==> config.mk <==
export PLATFORM = sky130hd
export DESIGN_NAME = mmu_host_seq
export DESIGN_NICKNAME = d
export VERILOG_FILES = /design/src/rtl/mmu_host_seq_pkg.sv /design/src/rtl/mmu_host_seq_row_skid_buf.sv /design/src/rtl/mmu_host_seq.sv
export SDC_FILE = /design/constraint.sdc
export NUM_CORES = 1
export LEC_CHECK = 0
export CAP_MARGIN = 20
export CORE_ASPECT_RATIO = 1.5
export CORE_MARGIN = 1.5
export CORE_UTILIZATION = 35
export CTS_CLUSTER_DIAMETER = 30
export DETAILED_ROUTE_END_ITERATION = 6
export GPL_ROUTABILITY_DRIVEN = 0
export GPL_TIMING_DRIVEN = 0
export SLEW_MARGIN = 30
export SYNTH_ARGS = -nofsm -noshare
export SYNTH_HDL_FRONTEND = slang
export SYNTH_HIERARCHICAL = 1
export SYNTH_SLANG_ARGS = --single-unit
==> constraint.sdc <==
create_clock -name clk -period 2.4 [get_ports clk]
set_input_delay 0.24 -clock clk [delete_from_list [all_inputs] [get_ports clk]]
set_output_delay 0.24 -clock clk [all_outputs]
set_load 0.1 [all_outputs]
==> src/rtl/mmu_host_seq_pkg.sv <==
// mmu_host_seq_pkg: shared sizes, state encoding and helpers
// for the matrix-multiply host sequencer.
package mmu_host_seq_pkg;

  localparam int MAT_SIZE   = 6;
  localparam int DATA_WIDTH = 16;

  function automatic int clog2(input int v);
    int r;
    r = 0;
    for (int i = 0; i < 31; i++)
      if ((1 << i) < v) r = i + 1;
    return r;
  endfunction

  typedef enum logic [2:0] {
    ST_IDLE,
    ST_LOAD,
    ST_START,
    ST_WAIT,
    ST_DRAIN
  } st_e;

endpackage

==> src/rtl/mmu_host_seq_row_skid_buf.sv <==
// row_skid_buf: 2-deep row FIFO with valid/ready output side and an
// occupancy count used upstream to gate memory reads.
module row_skid_buf #(
  parameter int W = 16
) (
  input  logic         clk,
  input  logic         rst_n,
  input  logic         push,
  input  logic [W-1:0] din,
  output logic         out_valid,
  input  logic         out_ready,
  output logic [W-1:0] out_data,
  output logic [1:0]   count
);

  logic [W-1:0] head;
  logic [W-1:0] tail;
  logic         pop;

  assign out_valid = count != 2'd0;
  assign out_data  = head;
  assign pop       = out_valid & out_ready;

  always_ff @(posedge clk) begin
    if (!rst_n) begin
      head  <= '0;
      tail  <= '0;
      count <= 2'd0;
    end else begin
      unique case (1'b1)
        push && pop: begin
          if (count == 2'd2) begin
            head <= tail;
            tail <= din;
          end else begin
            head <= din;
          end
        end
        pop && !push: begin
          head  <= tail;
          count <= count - 2'd1;
        end
        push && !pop: begin
          if (count == 2'd0) head <= din;
          else               tail <= din;
          count <= count + 2'd1;
        end
        default: ;
      endcase
    end
  end

endmodule

==> src/rtl/mmu_host_seq.sv <==
// mmu_host_seq: loads A/B rows into the matrix BRAM, kicks the DMA,
// waits for completion under a timeout and streams C rows back out.
module mmu_host_seq
  import mmu_host_seq_pkg::*;
#(
  parameter int N            = MAT_SIZE,
  parameter int WIDTH        = DATA_WIDTH,
  parameter int ADDR         = clog2(N),
  parameter int START_CYCLES = 3,
  parameter int TIMEOUT      = 4096,
  parameter int TW           = clog2(TIMEOUT + 1)
) (
  input  logic              clk,
  input  logic              rst_n,
  input  logic              go,
  input  logic              keep_b,
  input  logic              in_valid,
  output logic              in_ready,
  input  logic              in_sel,
  input  logic [N*WIDTH-1:0] in_data,
  output logic              A_USR_wr,
  output logic [ADDR-1:0]   A_USR_addr,
  output logic [N*WIDTH-1:0] A_USR_din,
  output logic              B_USR_wr,
  output logic [ADDR-1:0]   B_USR_addr,
  output logic [N*WIDTH-1:0] B_USR_din,
  output logic              C_USR_rd,
  output logic [ADDR-1:0]   C_USR_addr,
  input  logic [N*WIDTH-1:0] C_USR_dout,
  output logic              start,
  input  logic              mat_done,
  output logic              out_valid,
  input  logic              out_ready,
  output logic [N*WIDTH-1:0] out_data,
  output logic              out_last,
  output logic              busy,
  output logic              done,
  output logic              err
);

  localparam int RW  = N * WIDTH;
  localparam int SW  = clog2(START_CYCLES + 1);
  localparam int NM1 = N - 1;
  localparam int SM1 = START_CYCLES - 1;
  localparam int TM1 = TIMEOUT - 1;

  localparam logic [ADDR:0] N_C    = N[ADDR:0];
  localparam logic [ADDR:0] N_L    = NM1[ADDR:0];
  localparam logic [SW-1:0] S_LAST = SM1[SW-1:0];
  localparam logic [TW-1:0] T_LAST = TM1[TW-1:0];

  st_e           state;
  logic [ADDR:0] a_cnt, b_cnt;
  logic [ADDR:0] a_nx, b_nx;
  logic [ADDR:0] rcnt, ocnt;
  logic [SW-1:0] scnt;
  logic [TW-1:0] tcnt;
  logic          acc, a_acc, b_acc;
  logic          pend, pop;
  logic [1:0]    occ;

  assign in_ready = (state == ST_LOAD) &
                    (in_sel ? (b_cnt < N_C) : (a_cnt < N_C));
  assign acc   = in_valid & in_ready;
  assign a_acc = acc & ~in_sel;
  assign b_acc = acc & in_sel;
  assign a_nx  = a_acc ? a_cnt + 1'b1 : a_cnt;
  assign b_nx  = b_acc ? b_cnt + 1'b1 : b_cnt;

  assign busy     = state != ST_IDLE;
  assign pop      = out_valid & out_ready;
  assign out_last = out_valid & (ocnt == N_L);

  // Rows leaving the buffer this cycle free their slot for a new read,
  // which keeps one row per cycle flowing with out_ready held high.
  assign C_USR_rd = (state == ST_DRAIN) & (rcnt < N_C) &
                    (({1'b0, occ} + {2'b0, pend}) <
                     (3'd2 + {2'b0, pop}));
  assign C_USR_addr = C_USR_rd ? rcnt[ADDR-1:0] : '0;

  row_skid_buf #(
    .W(RW)
  ) u_buf (
    .clk      (clk),
    .rst_n    (rst_n),
    .push     (pend),
    .din      (C_USR_dout),
    .out_valid(out_valid),
    .out_ready(out_ready),
    .out_data (out_data),
    .count    (occ)
  );

  always_ff @(posedge clk) begin
    if (!rst_n) begin
      state      <= ST_IDLE;
      a_cnt      <= '0;
      b_cnt      <= '0;
      rcnt       <= '0;
      ocnt       <= '0;
      scnt       <= '0;
      tcnt       <= '0;
      pend       <= 1'b0;
      A_USR_wr   <= 1'b0;
      A_USR_addr <= '0;
      A_USR_din  <= '0;
      B_USR_wr   <= 1'b0;
      B_USR_addr <= '0;
      B_USR_din  <= '0;
      start      <= 1'b0;
      done       <= 1'b0;
      err        <= 1'b0;
    end else begin
      A_USR_wr <= 1'b0;
      B_USR_wr <= 1'b0;
      done     <= 1'b0;
      pend     <= C_USR_rd;
      if (C_USR_rd) rcnt <= rcnt + 1'b1;
      if (pop)      ocnt <= ocnt + 1'b1;
      if (a_acc) begin
        A_USR_wr   <= 1'b1;
        A_USR_addr <= a_cnt[ADDR-1:0];
        A_USR_din  <= in_data;
        a_cnt      <= a_nx;
      end
      if (b_acc) begin
        B_USR_wr   <= 1'b1;
        B_USR_addr <= b_cnt[ADDR-1:0];
        B_USR_din  <= in_data;
        b_cnt      <= b_nx;
      end
      unique case (state)
        ST_IDLE: if (go) begin
          state <= ST_LOAD;
          err   <= 1'b0;
          a_cnt <= '0;
          b_cnt <= keep_b ? N_C : '0;
          rcnt  <= '0;
          ocnt  <= '0;
        end
        ST_LOAD: if (a_nx == N_C && b_nx == N_C) begin
          state <= ST_START;
          start <= 1'b1;
          scnt  <= '0;
        end
        ST_START: if (scnt == S_LAST) begin
          state <= ST_WAIT;
          start <= 1'b0;
          tcnt  <= '0;
        end else begin
          scnt <= scnt + 1'b1;
        end
        ST_WAIT: if (mat_done) begin
          state <= ST_DRAIN;
        end else if (tcnt == T_LAST) begin
          state <= ST_IDLE;
          err   <= 1'b1;
        end else begin
          tcnt <= tcnt + 1'b1;
        end
        ST_DRAIN: if (pop && ocnt == N_L) begin
          state <= ST_IDLE;
          done  <= 1'b1;
        end
        default: state <= ST_IDLE;
      endcase
    end
  end

endmodule

==> results.txt, run 1 <==
- Largest incremental delay on the critical path: 1200 ps
- Most used DFF post-synth: dfxtp_1
- Area of the die: 50600 um^2
- Leading cell types by total area after synthesis: dfxtp_1, nand2_1, a21oi_1, a22oi_1, clkbuf_1
* Relative max-transition margin: 29.4%
- The final number of max-transition violations is 0.
- Yosys warning total: 6
* Flops & latches, synth: 432
* Pre-CTS setup slack: -555 ps
- TritonCTS clock tree: built
- Ys async rst share: 0%
* Combinational fraction of design power: 9.5%
- Counting both buffers and inverters, the worst setup path holds a total of 1.
* Overflow left after global routing: 0
- Library cell with the largest summed area after synthesis: dfxtp_1
- The worst path meets setup with around 27 ps of slack.
- For this design, the slowest cell found on the critical path is clkdlybuf4s50_1.
* Wire length after detailed routing: between 60000 and 70000 um
- Switching power as a share of total power: 26.1%
- In this run the core area contains 99 standard-cell rows.
* Endpoint arrival time on the critical path: between 2000 and 2500 ps
- Type of element launching the critical path: flop
- Power Internal: 15900 uW
- Count of nets after finishing: around 3000
* First-pass GRT wire length: 103000 um
- With fillers left out, the area of the finished cells amounts to 26000 um^2.
- Grouping stages by cell kind, the critical path spends the most delay in buffers and inverters.
* Initial core utilization: around 35%
- Max VDD drop: 0.597 mV
- Cells fill between 50% and 60% of the core in the end.
- Sort of element at the end of the critical path: output port
- Worst-Margin Slew: about 1100 ps
- Launch point of the worst reg-to-reg path: u_buf/count[0]
- Total area of multi-input combinational cells: between 7000 and 8000 um^2
- Sequential share of power: between 30% and 40%
- Share of the synthesized area in the top cell type: 50.1%
- Clock network latency to the later pin of the worst-skew pair: slightly above 600 ps
- Setup Crit Path Kind: reg2out
- The count of buffers added on input and output ports is slightly above 500.
* Mean instance size in the synthesized netlist: roughly 7.9 um^2
- For this block, the initial DRC count from the detailed router was 1034.
- Share of the yosys chip area belonging to registers: 50.1%
- Portion of total power attributed to the clock network: 56.1%
- Maximum achievable frequency: 421 MHz
* Antenna violations before repair: 8
* Seq. cell area: just under 9000 um^2
* Die W: approximately 180 um
- Hold bufs inserted after CTS: 0
* Number of endpoints with negative hold slack in the final report: 0
- The path class of the tightest hold or removal check is in2reg.
- Crit path time final: 2370 ps
- For the worst setup path, the data required time is 2160 ps.
- Entering global routing, the biggest net connects 12 pins.
* Post-Route Skew: just under 20 ps
* Net switching component of the power: about 5600 uW
- Die extent in y: between 200 and 300 um
* Via count of the first global-routing pass: 18100
* Core outline area: between 40000 and 50000 um^2
- Number of nets in the synthesized netlist: roughly 2400
- Leakage dissipation: approximately 0.0096 uW
* Final routed wire length divided by cell count: 19.4 um
- H-tree level count: 3
* Io pins: 507
- Root buf cell: clkbuf_16
- Outcome: complete, no violations
- Detailed routing inserted a total of 18200 vias.
- Hold timing on the final database bottoms out at a slack of ~200 ps.
- Leading cell types by count after synthesis: nand2_1, dfxtp_1, a21oi_1
* Largest driver fanout on the critical path: 2
- Clock tree synthesis found a total of 432 sinks.
* Number of setup violations in the final report: 0
- Cell with the most instances after synthesis: nand2_1
- Setup repair after global routing could not meet its margin everywhere.
- Maximum clock path buffer count: 3
- Drc violations: 0
- Summing every instance area after synthesis gives approximately 17000 um^2.
- Max-capacitance violation count: 0
* Series of cell instances along the critical path: clkdlybuf4s50_1
* Clock-pin slew of the registers on the worst-case setup and hold paths: 60 ps
* Final total power: 21400 uW
* TritonCTS Buffers: 86
* Hold path startpoint: in_data[2]
* Instance count of the mapped netlist: 2181
- After detailed placement, the total cell area comes to 22900 um^2.
* Filler Cells Inserted: 4557
- Number of detailed-route iterations in the first pass: 6
* Power density over the cells: approximately 820 nW/um^2
- Origin of the worst setup path: u_buf/out_data[88]
* Routed vias/inst: 5.19
- Unique cell type count in the Yosys netlist: 66
- Period utilisation layout: between 90% and 100%
- Across every metal layer, demand over resource in global routing totals 26.2%.
- Cells with a size suffix above 1 make up 11.7% of the layout.
* Estimated wirelength of the detail-placed design: 51100 um
- Counting flops with a built-in enable in the synthesized netlist gives 0.
- The detail route stage leaves a number of antenna-violating nets equal to 0.
* Synthesis-to-finish area growth: 51.0%
## per-layer routing
metal | vias to the layer above | GRT usage, % | part of all wire, %
met3 | 152 | 9.17 | 8.8
met2 | 684 | 47.9 | 51
li1 | 8743 | - | -
met1 | 8619 | 26.0 | 35
met5 | - | 0 | 0.062
met4 | 6 | 13.5 | 4.3
## cells in the final DEF (no fill, tap or decap), types with 10 or more instances in the layout
master,Yosys,routed
nand2_1,611,611
dfxtp_1,432,429
a21oi_1,407,407
clkdlybuf4s50_1,0,388
a22oi_1,190,190
nor2_1,118,116
clkbuf_1,121,108
buf_2,39,93
clkbuf_16,0,89
o21ai_0,62,62
o21ai_1,44,44
dlymetal6s2s_1,0,26
clkbuf_2,4,25
dlygate4sd2_1,0,23
buf_4,5,16
clkinvlp_4,0,14
clkinv_2,0,13
nand3_1,11,11
clkbuf_8,0,10
## power groups by stage
stage	Sequential [uW]	Combinational (uW)	Clock [uW]
floorplan	8260	447	0
global placement	7510	2040	0
detailed placement	7510	2040	0
CTS	7370	2040	12200
global route	7380	2130	12600
finish	7370	2040	12000
## layout make-up
| class | instances | area share (%) |
|---|---|---|
| inverters | 13 | 0.197 |
| plain buffers | 174 | 3.10 |
| flip-flops and latches | 432 | 33.2 |
| repair buffers | 513 | 18.7 |
| clock buffers | 107 | 9.20 |
| well taps | 656 | 3.15 |
| diodes | 5 | 0.0480 |
| multi-input cells | 1559 | 30.3 |
| clock inverters | 50 | 2.09 |
## worst paths after layout
| check | to | slack (ps) | cells after the start |
|---|---|---|---|
| max reg2reg | u_buf/tail[79] | 150 | 11 |
| min reg2reg | A_USR_din[16] | 450 | 2 |
| max | out_data[88] | 30 | 1 |
| min | A_USR_din[2] | 200 | 3 |
## timing repair
| action | CTS | global route |
|---|---|---|
| pin swaps | 6 | 2 |
| setup endpoints to repair | 223 | 226 |
| buffers inserted | 7 | 0 |
| gates resized for setup | 75 | 70 |
## cell families (layout without fill, tap and decap cells)
| kind of cell | count (synthesis) | in the layout | share of synthesized area [%] |
|---|---|---|---|
| and+or+nand+nor | 801 | 801 | 18.8 |
| AOI/OAI and AO/OA | 732 | 732 | 24.7 |
| muxes | 4 | 4 | 0.261 |
| xor gates and xnor gates | 9 | 9 | 0.457 |
| DFF | 432 | 432 | 50.1 |
| buffers and inverters | 190 | 857 | 4.69 |
| other | 0 | 5 | 0 |
| adders and majority gates | 13 | 13 | 0.943 |
## sequential cells by signal, summed over array words and instances, names as in the netlist
register / flops
state: 3
ocnt: 4
rcnt: 4
A_USR_din: 96
scnt: 2
a_cnt: 4
A_USR_wr: 1
A_USR_addr: 3
b_cnt: 4
u_buf/tail: 96
B_USR_addr: 3
start: 1
B_USR_din: 96
done: 1
tcnt: 13
B_USR_wr: 1
err: 1
u_buf/out_data: 96
u_buf/count: 2
pend: 1
## stage by stage
step | instances | setup TNS [ps]
floorplan | 2181 | 0
global placement | 3343 | -101150
detailed placement | 3343 | -116260
CTS | 3506 | -2.83
global route | 3509 | -8.24
finish | 3509 | 0
Note: power is estimated with default switching activity, not from simulation.
==> run 2, diff against run 1 <==
--- a/config.mk
+++ b/config.mk
@@ -6,13 +6,13 @@
 export NUM_CORES = 1
 export LEC_CHECK = 0
 export CAP_MARGIN = 20
-export CORE_ASPECT_RATIO = 1.5
 export CORE_MARGIN = 1.5
 export CORE_UTILIZATION = 35
 export CTS_CLUSTER_DIAMETER = 30
 export DETAILED_ROUTE_END_ITERATION = 6
 export GPL_ROUTABILITY_DRIVEN = 0
 export GPL_TIMING_DRIVEN = 0
+export REMOVE_ABC_BUFFERS = 1
 export SLEW_MARGIN = 30
 export SYNTH_ARGS = -nofsm -noshare
 export SYNTH_HDL_FRONTEND = slang
==> constraint.sdc (replaced) <==
create_clock -name clk -period 2.15 [get_ports clk]
set_input_delay 0.215 -clock clk [delete_from_list [all_inputs] [get_ports clk]]
set_output_delay 0.215 -clock clk [all_outputs]
set_load 0.1 [all_outputs]
==> run 2 against run 1 <==
Against the previous run: the flow now finishes with violations (design-rule violations, negative setup slack); sequential power increased by 12%; die area about the same; total power increased by 24%; clock-buffer cell count increased by 51; via count decreased by 0.21%; design area increased by 5.4%; register-to-register slack got worse by 90 ps; non-clock buffer count decreased by 80; core utilization increased by 2.8 points; critical path type unchanged; largest power group unchanged; highest routed layer unchanged.
==> results.txt, run 2 (synthesis results as in run 1) <==
* Clock-pin slew of the registers on the worst-case setup and hold paths: 40 ps (-20 ps)
- The largest net degree at the start of global routing was 122 (+110).
- Hold/Removal Path Class: in2reg
- Post-Route Skew: 27.3 ps (+7.59 ps)
- The H-tree depth reported by CTS is 3 (unchanged).
- Setup repair after global routing missed its margin: yes
- The maximum net fanout on the critical path was 6 (+4).
- The largest vdd supply drop is 0.683 mV (+15%).
* Max-capacitance violation count: 0 (unchanged)
- The relative contribution of combinational cells to total power came to 8.6% (-0.9 points).
- Power density over the cells: 968 nW/um^2 (+18%)
- The worst register-to-register path ends at u_buf/out_data[29].
- The post-route non-filler standard cell count was 3486 (-0.66%).
* Slowest stage cell, crit path: dfxtp_4
- Required time at the worst-slack endpoint: 1930 ps (-230 ps)
- The final HPWL from detailed placement came to 44500 um (-13%).
- The number of rows created at floorplan came to 81 (-18%).
* Number of endpoints with negative hold slack in the final report: 0 (unchanged)
- The DRC violation count after routing came to 4 (+4).
- Via count of the first global-routing pass: 17900 (-0.97%)
- Number of placed instances, taps included: 3234 (-3.3%)
- Portion of total power attributed to the clock network: 60.4% (+4.3 points)
- Met1 wire length: 26300 um (+8.9%)
- The remaining number of nets flagged by the antenna check after routing was 0 (unchanged).
* Period utilisation layout: 105%
- The flow ran to the end, but the final reports show violations.
* First-pass GRT wire length: 101000 um (-1.9%)
- Launch point of the worst reg-to-reg path: u_buf/count[1]
- Derived from the worst setup path, the maximum achievable clock frequency is 441 MHz.
- The fraction of final layout cells with drive strength greater than 1 came to 13.2% (+1.5 points).
- Smallest hold slack: 146 ps (-54.7 ps)
- The critical path is of the reg2out type.
- Count of nets after finishing: 2934 (-1.9%)
* Endpoint arrival time on the critical path: 2050 ps (-80 ps)
- The net switching power came to 6560 uW (+17%).
* Maximum clock path buffer count: 3 (unchanged)
* Number of sinks handled by clock tree synthesis: 432 (unchanged)
- Die extent in y: 225 um (-18%)
* Reg2reg setup slack: 60 ps (-90 ps)
* Highest metal layer with signal wires: met5
- Total count of max-transition violations in the final report: 0 (unchanged)
* Number of detailed-route iterations in the first pass: 6 (unchanged)
* Clock network latency to the later pin of the worst-skew pair: 650 ps (+30 ps)
- Pre-CTS setup slack: -1140 ps (-588 ps)
- Top library cells by usage in the layout, fill and taps aside: nand2_1, dfxtp_1, a21oi_1
* Power Internal: 20000 uW (+26%)
* Fin worst setup slack: -117 ps (-144 ps)
- The quantity of I/O buffers inserted on ports was 506 (unchanged).
- Hold-critical path depth: 3 (unchanged)
* Most common library cell in the layout ignoring fill and taps: nand2_1
* Final instance area: 27500 um^2 (+5.4%)
- The total overflow reported by the global router came to 0 (unchanged).
- Path depth of the worst reg2reg path: 11 (unchanged)
* Die W: 225 um (+22%)
* Core outline area: 48700 um^2 (+0.14%)
* Antenna violations before repair: 18 (+10)
* First-iteration detailed-routing DRC count: 1287 (+24%)
- The die area is 50600 um^2 (about the same).
- Final routed wire length divided by cell count: 19.8 um (+1.8%)
- Walking the worst path, the cells encountered are ha_4, and3b_1, o211a_4, and2_4, buf_12.
- The relative contribution of sequential cells to total power was 31.0% (-3.4 points).
* Leakage dissipation: 0.0109 uW (+14%)
- The buffers plus inverters on the worst setup path is 1 (unchanged).
- The worst path in the final design needs a cycle of 2270 ps, including I/O delays and setup.
- Initial core utilization: 35.4% (-0.049 points)
- Total number of vias: 18200 (-0.21%)
- The worst-case headroom to the max-slew limit is 29.6% (+0.26 points).
- Routed vias/inst: 5.21 (+0.44%)
* Hold path startpoint: in_data[59]
* WL met3: 6760 um (+13%)
- The aggregate routed wire length came to 68900 um (+1.2%).
* Switching power as a share of total power: 24.7% (-1.4 points)
- Sort of element at the end of the critical path: output port
- TritonCTS clock tree: built
- In this design, the largest share of critical-path delay is due to flip-flops.
- The final reports fail on design-rule violations, negative setup slack.
- Synthesis-to-finish area growth: 59.2%
- Final total power: 26600 uW (+24%)
- The total CTS buffers was 106 (+23%).
- Number of setup violations in the final report: 4 (+4)
* Io pins: 507 (unchanged)
- Area of placed instances: 23400 um^2 (+2.1%)
- The worst setup path is launched from a flop.
- Largest incremental delay on the critical path: 360 ps (-840 ps)
* Met2 Routed Length: 33700 um (-3.5%)
- The slew at the pin closest to its max-slew limit was 1060 ps (+3.63 ps).
* Worst-case hold path end point: A_USR_din[59]
* Root buf cell: clkbuf_16
- The total global routing track utilization is 25.5% (-0.78 points).
run 2: changes by cell type in the layout (fill, tap and decap cells not counted), moves of 18 or more:
cell / before / now
clkbuf_8: 10 / 28
buf_16: 0 / 22
dlygate4sd2_1: 23 / 259
clkbuf_2: 25 / 2
dlymetal6s2s_1: 26 / 0
clkdlybuf4s50_1: 388 / 198
clkbuf_1: 108 / 24
clkbuf_16: 89 / 114
buf_2: 93 / 33
buf_4: 16 / 38
run 2: what timing repair did:
action	CTS	global route
cloned	3	9
setup endpoints to repair	518	155
hold buffers	0	0
pin swaps	13	5
gates resized for setup	367	23
setup buffers	24	13
run 2: worst reg2reg max path, stage by stage (launching register included):
cell       delay [ps]
dfxtp_4           390
nor2_4             40
inv_2              90
nand2_2           110
ha_4              190
buf_4             150
buf_16            180
clkbuf_16         330
a22oi_1           230
nor2_1             60
a21oi_1           130
o21ai_1            70
run 2: metal layers:
metal | up-vias | GRT usage (%)
li1 | 8655 | -
met1 | 8683 | 28.7
met2 | 687 | 42.6
met3 | 128 | 9.66
met4 | 12 | 11.4
met5 | - | 0
run 2: final cells by class:
cell class | instances | area, um^2
fill | 4435 | 21300
sequential | 432 | 8670
multi-input combinational | 1561 | 8030
timing repair buffer | 607 | 6170
clock buffer | 158 | 3130
tap | 664 | 831
clock inverter | 40 | 541
inverter | 13 | 63.8
antenna | 11 | 27.5
run 2: per-stage QoR:
| step | setup TNS (ps) | util, % |
|---|---|---|
| detailed placement | -198440 | 47.9 |
| CTS | -630 | 55.6 |
| floorplan | -1119870 | - |
| global placement | -2578580 | 45.9 |
| finish | -407 | 56.3 |
| global route | -702 | 56.3 |
run 2: how the worst max path moves through the flow:
| stage | start | endpoint | slack, ps | cells past startpoint |
|---|---|---|---|---|
| 2_1_floorplan | u_buf/count[0] | u_buf/tail[0] | -4030 | 8 |
| 3_3_place_gp | out_ready | u_buf/tail[87] | -8580 | 7 |
| 3_5_place_dp | rst_n | u_buf/out_data[9] | -1140 | 9 |
| 4_1_cts | u_buf/count[0] | C_USR_addr[0] | -170 | 6 |
| 5_1_grt | u_buf/count[0] | C_USR_addr[1] | -200 | 6 |
| 6_report | u_buf/count[0] | C_USR_addr[1] | -120 | 5 |
run 2: power groups by stage:
stage | logic, uW | registers [uW] | clock network (uW)
floorplan | 454 | 9230 | 0
global placement | 2210 | 8370 | 0
detailed placement | 2300 | 8380 | 0
CTS | 2270 | 8230 | 16200
global route | 2400 | 8240 | 16700
finish | 2300 | 8230 | 16000
